**src/rtl/alu_op_sequencer.sv**
```systemverilog
// Sequences one command at a time through an external combinational 4-bit ALU:
// accept, drive the ALU for one cycle, then hold the captured result for the consumer.
module alu_op_sequencer #(
  parameter int unsigned CNT_W = 8
) (
  input  logic             clk,
  input  logic             rst,
  input  logic             in_valid,
  output logic             in_ready,
  input  logic [2:0]       in_op,
  input  logic [3:0]       in_a,
  input  logic [3:0]       in_b,
  input  logic             in_chain,
  output logic             alu_en,
  output logic [2:0]       alu_op,
  output logic [3:0]       alu_a,
  output logic [3:0]       alu_b,
  input  logic [3:0]       alu_result,
  input  logic             alu_overflow,
  input  logic             alu_carry,
  input  logic             alu_zero,
  output logic             out_valid,
  input  logic             out_ready,
  output logic [3:0]       out_result,
  output logic [2:0]       out_flags,
  output logic [CNT_W-1:0] op_count,
  output logic             ovf_sticky,
  input  logic             clr_stats
);

  typedef enum logic [1:0] {StIdle, StExec, StHold} state_e;

  state_e           state_q;
  logic [2:0]       op_q;
  logic [3:0]       a_q;
  logic [3:0]       b_q;
  logic [3:0]       last_result_q;
  logic [3:0]       out_result_q;
  logic [2:0]       out_flags_q;
  logic [CNT_W-1:0] op_count_q;
  logic             ovf_sticky_q;

  always_ff @(posedge clk) begin
    if (rst) begin
      state_q       <= StIdle;
      op_q          <= '0;
      a_q           <= '0;
      b_q           <= '0;
      last_result_q <= '0;
      out_result_q  <= '0;
      out_flags_q   <= '0;
      op_count_q    <= '0;
      ovf_sticky_q  <= 1'b0;
    end else begin
      unique case (state_q)
        StIdle: begin
          if (in_valid) begin
            op_q    <= in_op;
            a_q     <= in_chain ? last_result_q : in_a;
            b_q     <= in_b;
            state_q <= StExec;
          end
        end
        StExec: begin
          out_result_q  <= alu_result;
          out_flags_q   <= {alu_overflow, alu_carry, alu_zero};
          last_result_q <= alu_result;
          state_q       <= StHold;
        end
        StHold: begin
          if (out_ready) state_q <= StIdle;
        end
        default: state_q <= StIdle;
      endcase

      // A clear request beats a simultaneous handshake.
      if (clr_stats) begin
        op_count_q   <= '0;
        ovf_sticky_q <= 1'b0;
      end else if (state_q == StHold && out_ready) begin
        op_count_q <= op_count_q + 1'b1;
        if (out_flags_q[2]) ovf_sticky_q <= 1'b1;
      end
    end
  end

  always_comb begin
    in_ready   = (state_q == StIdle);
    alu_en     = (state_q == StExec);
    out_valid  = (state_q == StHold);
    alu_op     = op_q;
    alu_a      = a_q;
    alu_b      = b_q;
    out_result = out_result_q;
    out_flags  = out_flags_q;
    op_count   = op_count_q;
    ovf_sticky = ovf_sticky_q;
  end

endmodule
```
**config.mk**
```make
export PLATFORM = sky130hd
export DESIGN_NAME = alu_op_sequencer
export DESIGN_NICKNAME = d
export VERILOG_FILES = /design/src/rtl/alu_op_sequencer.sv
export SDC_FILE = /design/constraint.sdc
export NUM_CORES = 1
export LEC_CHECK = 0
export BUFFER_PORTS_ARGS = -buffer_cell sky130_fd_sc_hd__buf_2
export CORE_MARGIN = 2
export CORE_UTILIZATION = 40
export CTS_CLUSTER_DIAMETER = 60
export CTS_CLUSTER_SIZE = 10
export DETAILED_ROUTE_END_ITERATION = 10
export PLACE_DENSITY = 0.73
export REMOVE_ABC_BUFFERS = 1
export SLEW_MARGIN = 20
export SYNTH_ARGS = -nofsm -noshare
export SYNTH_HDL_FRONTEND = slang
export SYNTH_SLANG_ARGS = --single-unit
```
**constraint.sdc**
```tcl
create_clock -name clk -period 1.2 [get_ports clk]
set_input_delay 0.06 -clock clk [delete_from_list [all_inputs] [get_ports clk]]
set_output_delay 0.06 -clock clk [all_outputs]
set_load 0.05 [all_outputs]
```
; Word-level counts from Yosys, hierarchy flattened
; Index checks and enable logic that the tools add are counted.
[totals]
register_bits = 29
input_bits = 24
out_inout_bits = 30
wordCells = 23
[op_classes]
n_addsub = 1
n_eq_ne = 4
n_mux = 4
n_reduce_logical = 6
[op_table]
columns = cell, count
row1 = adder 8 x 1 -> 8 bit (second input constant), 1
row2 = one-hot mux 2 bit (3 select lines), 1
row3 = AND reduction 2 bit, 3
row4 = two-way mux 2 bit, 2
row5 = two-way mux 4 bit, 1
row6 = == test 2 x 1 -> 1 bit (second input constant), 1
row7 = == test 2 bit (second input constant), 1
row8 = logical NOT 2 bit, 1
row9 = != test 2 x 1 -> 1 bit (second input constant), 1
row10 = != test 2 bit (second input constant), 1
row11 = OR reduction 2 bit, 1
row12 = logical AND 1 bit, 1

; Longest topological paths before layout
[depth]
depth_word = 3
mapped_depth = 5
mapped_depth_nobuf = 4

; Worst setup path before layout
; OpenSTA, ideal clock, no wires.
[synth_path]
path_type = register to register
from = register op_count_q[0] (netlist: op_count[0])
to = register op_count_q[6] (netlist: op_count[6])
setup_ns = 0.070
t_arrival_ns = 1.637
required_ns = 1.130
setup_slack_ns = -0.507
stages_incl_launch_ff = 5
n_path_buf = 0
period_less_slack_ns = 1.707
cell_sequence = dfxtp_1 > ha_1 > nand3_1 > or4_1 > a21oi_1
[synth_between]
elab_chain_len = 1
[synth_lines]
columns = element, line_no
row1 = "start, declared", 40  ; logic [CNT_W-1:0] op_count_q;
row2 = "start signal, assigned", 81  ; op_count_q <= op_count_q + 1'b1;
row3 = adder 8 x 1 -> 8 bit, 81
; No other way between the ends.
; A chain may end at the register's enable or synchronous reset.

; Final worst setup path
[layout_path]
from = register state_q[0]
to = register op_count_q[3] (netlist: op_count[3])
[layout_between]
elab_chain_len = 2
[layout_lines]
columns = element, line_no
row1 = "start, declared", 33  ; state_e state_q;
row2 = "start signal, assigned", 45  ; state_q <= StIdle;
row3 = "start signal, assigned", 61  ; state_q <= StExec;
row4 = "start signal, assigned", 68  ; state_q <= StHold;
row5 = == test 2 bit, 80  ; end else if (state_q == StHold && out_ready) begin
row6 = logical AND 1 bit, 80
; No other way between the ends.

==> out/summary.md <==
The shortest clock period the worst path allows after layout was 1335 ps; the first-pass GRT wire length was 4795 um. After clock tree synthesis, the clock-pin slew on the worst setup and hold paths is 80 ps. After technology mapping, the gate count stands at 127.

The worst register-to-register path begins at state_q[0]$_SDFFE_PP0P_. The flow ran to the end, but the final reports show violations. Setup violations remaining at the end of the flow were counted as 16. The number of H-tree levels was 2.

Dividing the detail-routed via count by the number of cells gives 4.880. The clock passes through at most 2 buffers. In this run the clock root is driven by a sky130_fd_sc_hd__clkbuf_4. After detailed routing, the number of remaining DRC violations is 0. Among all flip-flop cells after synthesis, the most frequent one is sky130_fd_sc_hd__dfxtp_1.

The die is 57.73 um tall. 54 I/O pins were placed. The worst-margin pin slew is 428.5 ps, and the timing-limited maximum frequency is 749.3 MHz. Traced cell by cell, the critical path runs through nand3b_1 -> or3_2 -> a21oi_1. The critical path runs through a total of 3 cells. Buffers placed on the I/O ports in this run total 53. Type of the tightest min-delay check: in -> reg.

Registers take 585.6 um2. The run gives 3333 um2 as the die outline area. Counting both buffers and inverters, the worst setup path holds a total of 0. Wires add up to 3079 um.

After floorplanning, the core was divided into 19 placement rows. At the worst endpoint, the arrival time is 1580 ps. Final clock period utilization by the worst path: 1.112. The worst setup path is of the reg -> reg kind. Clock tree synthesis found a total of 29 sinks.

In this run the worst setup path begins at state_q[0]$_SDFFE_PP0P_. The post-synthesis register bit count came out at 29. The length of the first detailed-routing pass in iterations was 4; the largest stage delay on the critical path was 510 ps. The type of element capturing the critical path was a register. Detailed placement finished with a half-perimeter wire length of 2005 um. The run gives 0 as the final antenna-violating net count. For this run, the number of Yosys warnings is 0. Synthesis instantiated 29 different standard cells from the library.

The multi-input combinational cells in the finished layout cover a total of 593.1 um2. The tools report the global placement routability congestion as 0.8453. The analysis attributes to cell leakage a power of 0.0008615 uW.

The instance count along the most critical hold path works out to 3. The final worst slack is -134.5 ps, and the average cell area after synthesis is 9.093 um2. Counting flops with a built-in enable in the synthesized netlist gives 0. Effective utilization at floorplan: 0.4188. The number of antenna diodes in the final layout is 0. The tools report the synthesized cell area as 1155 um2. The critical path ends at op_count[3]$_SDFFE_PP0P_.

The run gives 0 as the number of antenna violations at the first check in global routing. For this design the ratio of total power to cell area is 1142 nW/um2. The fraction of registers with async set or reset after synthesis was 0. The logs give 0.5027 for the sequential cell area fraction in the yosys report and 0 for the max capacitance violation total. The number of global-route vias before repair was 1145.

Among all stages on the critical path, the largest delay is contributed by sky130_fd_sc_hd__or3_2. In this run the critical register-to-register path is captured at op_count[3]$_SDFFE_PP0P_. IR analysis of the VDD net gives a maximum drop of 1.114 mV. For this run, the number of standard cells in the final layout without fillers is 242.

The relative max-transition margin was 0.7143; the endpoint required time on the critical path was 1450 ps. The detailed router finished its first iteration with 22 violations. The checks that failed: setup timing. Measured along the x axis, the die boundary spans 57.73 um. Before CTS, the worst setup slack after placement is -130.8 ps. For the worst clock skew on the final layout, the log shows 4.037 ps.

The max-slew violation total from the final report was 0; the number of cells on the worst reg-to-reg path was 3. The largest fanout on the critical path came out at 8. Dividing the detail-routed wire length by the instance count gives 12.72 um. On the critical path the largest part of the delay comes from simple AND/OR/NAND/NOR gates.

For this run the aggregate overflow at the end of global routing stands at 0. The library cells used most frequently in the layout, excluding fill and tap cells, are sky130_fd_sc_hd__buf_2 (49), sky130_fd_sc_hd__dfxtp_1 (25), sky130_fd_sc_hd__nand2_1 (17), sky130_fd_sc_hd__nor2_1 (14). The CTS buffer count is 5.

The setup slack of the worst register-to-register path was -130 ps. Entering global routing, the biggest net connects 24 pins. TritonCTS built the clock tree. Setup repair after global routing could not meet its margin everywhere.

For the total track usage, the log shows 0.1863. The area growth from synthesis to layout is 62.30%. The fraction of layout cells with a size suffix above 1 was 0.4787. The final-layout fill cell count was 219; the cell total after placement was 219. At the later pin of the worst-skew pair, clock insertion delay measures 320 ps. For the number of nets in the finished design, the log shows 236. In this run the standard cell core region covers 2758 um2. The most frequent standard cell in the layout excluding fill and tap cells is sky130_fd_sc_hd__buf_2. Number of hold violations in the final report: 0. For this block, the via count after detailed routing is 1181.

The critical path startpoint category is a register.
## routing by layer
metal	wire length (um)	track usage
met1	1295	0.2059
met2	1557	0.3279
met3	209	0.07143
met4	17	0.05980
met5	0	0
## worst min-delay path by stage
stage	slack [ps]	to	startpoint
4_1_cts	30	op_count[7]$_SDFFE_PP0P_	clr_stats
6_report	30	alu_op[0]$_SDFFE_PP0P_	in_op[0]
5_1_grt	40	alu_op[0]$_SDFFE_PP0P_	in_op[0]
3_3_place_gp	290	alu_b[0]$_SDFFE_PP0P_	in_b[0]
3_5_place_dp	310	out_flags[1]$_SDFFE_PP0P_	alu_carry
2_1_floorplan	130	out_flags[0]$_SDFFE_PP0P_	rst
## worst register-to-register path, cell delays in order, from the launching register on
cell and delay (ps):
sky130_fd_sc_hd__dfxtp_2 320, sky130_fd_sc_hd__nand3b_1 280, sky130_fd_sc_hd__or3_2 510, sky130_fd_sc_hd__a21oi_1 160
## what timing repair did
item                                   CTS  global route
setup buffers                            1             1
setup endpoints to repair               19            24
hold buffers                            13             0
resized for setup                       19            17
endpoints found under the hold margin   13             0
cloned                                   0             1
pin swaps                                4             5
## logic make-up (layout without fill, tap and decap cells)
| family | Yosys count | count (layout) | synth area share |
|---|---|---|---|
| AND/OR/NAND/NOR | 51 | 51 | 0.2124 |
| flip-flops | 29 | 29 | 0.5027 |
| AO/OA/AOI/OAI | 21 | 21 | 0.1040 |
| multiplexers | 13 | 13 | 0.1127 |
| buffers and inverters | 10 | 94 | 0.04224 |
| XOR/XNOR | 2 | 2 | 0.01517 |
| adder cells (fa/ha/maj) | 1 | 1 | 0.01083 |
## state kept, by name, indices dropped and copies added (netlist names)
register / flops
op_count: 8
alu_a: 4
alu_b: 4
out_result: 4
alu_op: 3
out_flags: 3
state_q: 2
ovf_sticky: 1
## through the flow
| stage | power, uW | setup TNS, ps | hold WS, ps | cell area, um2 | util |
|---|---|---|---|---|---|
| 2_1_floorplan | 1322 | -13000 | 129.1 | 1114 | - |
| 3_3_place_gp | 1463 | -360.9 | 295.0 | 1543 | 0.5594 |
| 3_5_place_dp | 1471 | -797.4 | 309.1 | 1543 | 0.5594 |
| 4_1_cts | 2109 | -838.6 | 26.03 | 1795 | 0.6511 |
| 5_1_grt | 2227 | -2556 | 35.98 | 1874 | 0.6797 |
| 6_report | 2141 | -1343 | 27.22 | 1874 | 0.6797 |
## final cells by class
class | count | area share
repair buffers | 85 | 0.3144
multi-input cells | 88 | 0.3164
clock buffers | 7 | 0.02937
inverters | 2 | 0.006676
flip-flops and latches | 29 | 0.3124
well taps | 31 | 0.02069
## synthesized netlist by cell type (all sizes together), types with 2 or more instances
cell	number	area (um2)
or3	3	21.27
o31ai	2	15.01
xor2	2	17.52
o21ai	2	10.01
or4	2	15.01
nor2	16	60.06
buf	5	30.02
nand3	3	15.01
a211oi	4	30.03
mux2i	13	130.1
dfxtp	29	580.6
a21oi	13	65.06
nand2	18	67.56
clkbuf	3	11.26
## power breakdown
part / internal [uW] / total (uW) / switching (uW)
sequential: 1010 / 1030 / 24.4
combinational: 205 / 520 / 315
clock: 276 / 590 / 314
total: 1490 / 2140 / 653
(Power assumes the default switching activity.)
